===== src/rtl/fifo_wr_arb.sv =====
// Round-robin arbiter that lets N requesters take turns writing bursts into one FIFO write port.
// A grant lasts until the burst ends, hits MAX_BURST beats, or the owner drops its request.
module fifo_wr_arb #(
   parameter int unsigned N         = 4,
   parameter int unsigned W         = 8,
   parameter int unsigned MAX_BURST = 16
) (
   input  logic           wclk,
   input  logic           wrst,
   input  logic [N-1:0]   req,
   input  logic [N-1:0]   last,
   input  logic [N*W-1:0] din,
   input  logic           full,
   output logic [N-1:0]   ack,
   output logic [N-1:0]   gnt,
   output logic           wen,
   output logic [W-1:0]   wdata,
   output logic           busy
);

   localparam int unsigned GW = (N > 1) ? $clog2(N) : 1;
   localparam int unsigned CW = $clog2(MAX_BURST + 1);

   typedef enum logic [0:0] {StIdle, StBurst} state_e;

   state_e         state_q, state_d;
   logic [N-1:0]   gnt_q, gnt_d;
   logic [GW-1:0]  g_q, g_d;
   logic [GW-1:0]  lw_q, lw_d;
   logic [CW-1:0]  cnt_q, cnt_d;

   logic [GW-1:0]  pick;
   logic [N-1:0]   pick_oh;
   logic           found;
   logic [N-1:0]   g_oh;
   logic           req_g, last_g;
   logic [W-1:0]   din_g;
   logic [CW-1:0]  cnt_inc;
   logic           wen_int;
   logic           rel;

   // Search upward from the slot after the last winner, wrapping around.
   always_comb begin
      pick  = '0;
      found = 1'b0;
      for (int unsigned k = 1; k <= N; k++) begin
         int unsigned idx;
         idx = (32'(lw_q) + k) % N;
         if (!found && req[GW'(idx)]) begin
            found = 1'b1;
            pick  = GW'(idx);
         end
      end
      pick_oh       = '0;
      pick_oh[pick] = 1'b1;
   end

   always_comb begin
      g_oh      = '0;
      g_oh[g_q] = 1'b1;
      req_g     = 1'b0;
      last_g    = 1'b0;
      din_g     = '0;
      for (int unsigned i = 0; i < N; i++) begin
         if (g_q == GW'(i)) begin
            req_g  = req[i];
            last_g = last[i];
            din_g  = din[i*W +: W];
         end
      end
   end

   assign busy    = (state_q == StBurst);
   assign wen_int = busy & req_g & ~full;
   assign cnt_inc = cnt_q + CW'(1);

   // Reset masks the write port in the same cycle, even mid-burst.
   assign wen   = wen_int & ~wrst;
   assign ack   = wen ? g_oh : '0;
   assign wdata = (busy && !wrst) ? din_g : '0;
   assign gnt   = gnt_q;

   always_comb begin
      state_d = state_q;
      gnt_d   = gnt_q;
      g_d     = g_q;
      lw_d    = lw_q;
      cnt_d   = cnt_q;
      rel     = 1'b0;
      unique case (state_q)
         StIdle: begin
            if (found) begin
               state_d = StBurst;
               gnt_d   = pick_oh;
               g_d     = pick;
               cnt_d   = '0;
            end
         end
         StBurst: begin
            // A dropped request wins over full; full alone only stalls.
            if (!req_g) begin
               rel = 1'b1;
            end else if (wen_int) begin
               cnt_d = cnt_inc;
               if (last_g || (cnt_inc == CW'(MAX_BURST))) rel = 1'b1;
            end
            if (rel) begin
               state_d = StIdle;
               gnt_d   = '0;
               lw_d    = g_q;
               cnt_d   = '0;
            end
         end
         default: begin
            state_d = StIdle;
            gnt_d   = '0;
            cnt_d   = '0;
         end
      endcase
   end

   always_ff @(posedge wclk) begin
      if (wrst) begin
         state_q <= StIdle;
         gnt_q   <= '0;
         g_q     <= '0;
         lw_q    <= GW'(N - 1);
         cnt_q   <= '0;
      end else begin
         state_q <= state_d;
         gnt_q   <= gnt_d;
         g_q     <= g_d;
         lw_q    <= lw_d;
         cnt_q   <= cnt_d;
      end
   end

endmodule


===== config.mk =====
export PLATFORM = sky130hd
export DESIGN_NAME = fifo_wr_arb
export DESIGN_NICKNAME = d
export VERILOG_FILES = /design/src/rtl/fifo_wr_arb.sv
export SDC_FILE = /design/constraint.sdc
export NUM_CORES = 1
export LEC_CHECK = 0
export ABC_AREA = 1
export CORE_MARGIN = 5
export CORE_UTILIZATION = 42
export CTS_CLUSTER_DIAMETER = 200
export CTS_CLUSTER_SIZE = 12
export DETAILED_ROUTE_END_ITERATION = 12
export GPL_TIMING_DRIVEN = 0
export PLACE_DENSITY = 0.87
export SYNTH_ARGS = -nofsm -noshare
export SYNTH_HDL_FRONTEND = slang
export SYNTH_SLANG_ARGS = --single-unit
export TNS_END_PERCENT = 1

===== constraint.sdc =====
create_clock -name wclk -period 1.8 [get_ports wclk]
set_clock_uncertainty 0.1 [all_clocks]
set_input_delay 0.18 -clock wclk [delete_from_list [all_inputs] [get_ports wclk]]
set_output_delay 0.18 -clock wclk [all_outputs]
set_load 0.03 [all_outputs]

==> results.md <==
- CTS tree: done
- Most frequent cells in the layout: nand2_1, clkdlybuf4s50_1, buf_4
- # DRC: 0
- Cell area after synthesis: 0.00138 mm^2
- Largest net degree at the start of global routing: 11
- Setup ws final: -0.179 ns
- Rel. slew slack: 67.8%
- Initial Util: 44.6%
- Status: finished, violations left
- Post-synthesis adder-cell area fraction: 0.904%
- Clock buffer depth: 2
- Final-report hold violation count: 0
- Layout cells sized above 1: 33.7%
- Final setup fails: 13
- Slowest-stage cell, CP: dfxtp_4
- PortBufs: 60
- I/O Pins: 61
- Worst EP arrival: 1.70 ns
- # H-tree levels: 1
- Tcrit/Tclk final: 110%
- WP depth: 7
- Critical path launch point type: flip-flop
- Maxcap violations: 0
- Die area: 0.00454 mm^2
- Die span in x: 67.4 um
- Mean Syn Cell Area: 6.59 um^2
- DR vias: 1,713
- Slew Limit Fails: 0
- P&R area growth vs syn: 65.6%
- CTS root buf: clkbuf_4
- Max Fclk: 0.505 GHz
- Vias per cell: 5.16
- Cell family with most CP delay: compound AO/OA/AOI/OAI gates
- Post-Synth XOR/XNOR Area: 0.633%
- Initial antenna violation count: 0
- Worst-Skew Late Latency: 0.28 ns
- Crit path buffers/inverters: 3
- Die Y: 67.4 um
- Vias in the first global route: 1,654
- Synth warnings: 0
- Req. time, crit path: 1.52 ns
- Synth Area in Simple Gates: 44.8%
- Global-route wire length before repair: 7220 um
- Predominant post-synthesis flop cell: dfxtp_1
- RSZ-0062 raised after global routing: true
- Mux share of post-synthesis cell area: 0%
- GRT overflow: 0
- Clk slew on worst S/H paths: 0.09 ns
- Diode count: 0
- Fillers: 243
- Fin crit period: 1.98 ns
- Post-synth EDFFs: 0
- Power per cell area: 1310 mW/mm^2
- R2r worst-path depth: 12
- Synthesized instance count: 210
- Crit Path Class: reg -> out
- Synth Net Count: 254
- Violated checks: negative setup slack
- Worst setup path end: wdata[4]
- GP Congestion: 0.801
- Sequential fraction of the synthesis area: 20.3%
- Final core occ: 73.9%
- CTS Sinks: 14
- DP Worst Slack: -0.765 ns
- Initial DRC Count: 74
- Final WL: 4600 um
- CP Launch Point: g_q[0]
- Post-DP HPWL: 3170 um
- Largest family of logic cells by synthesized area: simple AND/OR/NAND/NOR gates
- Post-synth ARST share: 0%
- #FFs+latches synth: 14
- Slew @ Worst Pin: 0.483 ns
- Worst path max stage delay: 0.44 ns
- Drt first pass iters: 4
- Antenna-violating nets left: 0
- Reg2reg end: lw_q[0]
- Hold Startpoint: cnt_q[0]
- Unique cell type count in the Yosys netlist: 40
- CTS Buf Count: 3
- Maximum vdd ir drop: 532 uV
- Critical-path maximum fanout: 6
- Worst Hold Class: reg -> reg
- Core Area: 0.00310 mm^2
- Rows: 20
- Fin nets: 333
- Worst-path cell chain: inv_4 > buf_8 > nor2_4 > a221oi_2 > o21ai_1 > o211a_1 > buf_6
- Compound-cell area share of the yosys netlist: 23.3%
- Reg2Reg Setup Slack: 0.04 ns
- Total GRT Usage: 20.5%
- Pleak: 1.09 nW
- Reg2reg start: g_q[1]
- Worst Setup End Kind: output pin
- WL/cell: 13.8 um
cell families after synthesis:
group	count (synthesis)
DFF	14
and+or+nand+nor	116
adders and majority gates	1
buffers and inverters	32
AOI/OAI and AO/OA	46
xor gates and xnor gates	1
metal layers:
metal | global-route usage, % | share of wire (%) | up-vias
li1 | - | - | 860
met1 | 22.3 | 38 | 796
met2 | 39.9 | 55 | 51
met3 | 5.32 | 6.5 | 6
met4 | 3.29 | 0.76 | 0
met5 | 0 | 0 | -
cells in the mapped netlist, types with 2 or more instances:
master / number / area (um^2)
nand2_1: 49 / 184
inv_1: 18 / 67.6
nand3_1: 17 / 85.1
nand2_2: 16 / 100
nor2_1: 16 / 60.1
a21oi_1: 14 / 70.1
dfxtp_1: 14 / 280
o21ai_0: 8 / 40.0
inv_2: 6 / 22.5
a221oi_1: 5 / 43.8
nand2_4: 5 / 56.3
o211a_1: 4 / 40.0
o211ai_1: 4 / 30.0
a211oi_2: 3 / 37.5
clkbuf_1: 2 / 7.51
nand3b_1: 2 / 15.0
nor2_8: 2 / 40.0
o21ai_2: 2 / 17.5
or2_0: 2 / 12.5
worst min-delay path by stage:
stage,cells after the start,endpoint
floorplan,1,cnt_q[0]
global placement,2,gnt[1]
detailed placement,2,gnt[0]
CTS,2,gnt[0]
global route,1,cnt_q[0]
finish,1,cnt_q[0]
stage by stage:
| stage | std cells | hold slack (ns) | total power (W) | instance area, um^2 | TNS [ns] |
|---|---|---|---|---|---|
| 6_report | 332 | 0.371 | 0.00299 | 2290 | -1.40 |
| 5_1_grt | 332 | 0.388 | 0.00321 | 2290 | -3.08 |
| 4_1_cts | 326 | 0.369 | 0.00278 | 2170 | -0.943 |
| 3_5_place_dp | 314 | 0.356 | 0.00238 | 2040 | -9.73 |
| 3_3_place_gp | 314 | 0.353 | 0.00234 | 2040 | -9.29 |
| 2_1_floorplan | 210 | 0.153 | 0.00189 | 1390 | -0.462 |
registers in the layout, indices dropped and copies added, names as in the netlist:
name / flops
cnt_q: 5
lw_q: 2
g_q: 2
busy: 1
gnt: 4
timing repair:
action	CTS	global route
endpoints found under the setup margin	13	25
hold buffers	0	0
resized for setup	102	23
cloned	0	0
pin swaps	5	13
setup buffers	8	6
layout make-up:
type                       count  area, um^2  area share [%]
buffer                         5        50.0            2.18
clock buffer                   4        36.3            1.58
inverter                      27         114            4.97
multi-input combinational    164        1060            46.1
sequential                    14         289            12.6
tap                           44        55.1            2.40
timing repair buffer          74         691            30.1
report_power, final:
part	internal, W	switching [W]
clock network	0.000123	0.000107
registers	0.000399	0.0000915
logic	0.000913	0.00136
total	0.00144	0.00156
Note: power is estimated with default switching activity, not from simulation.
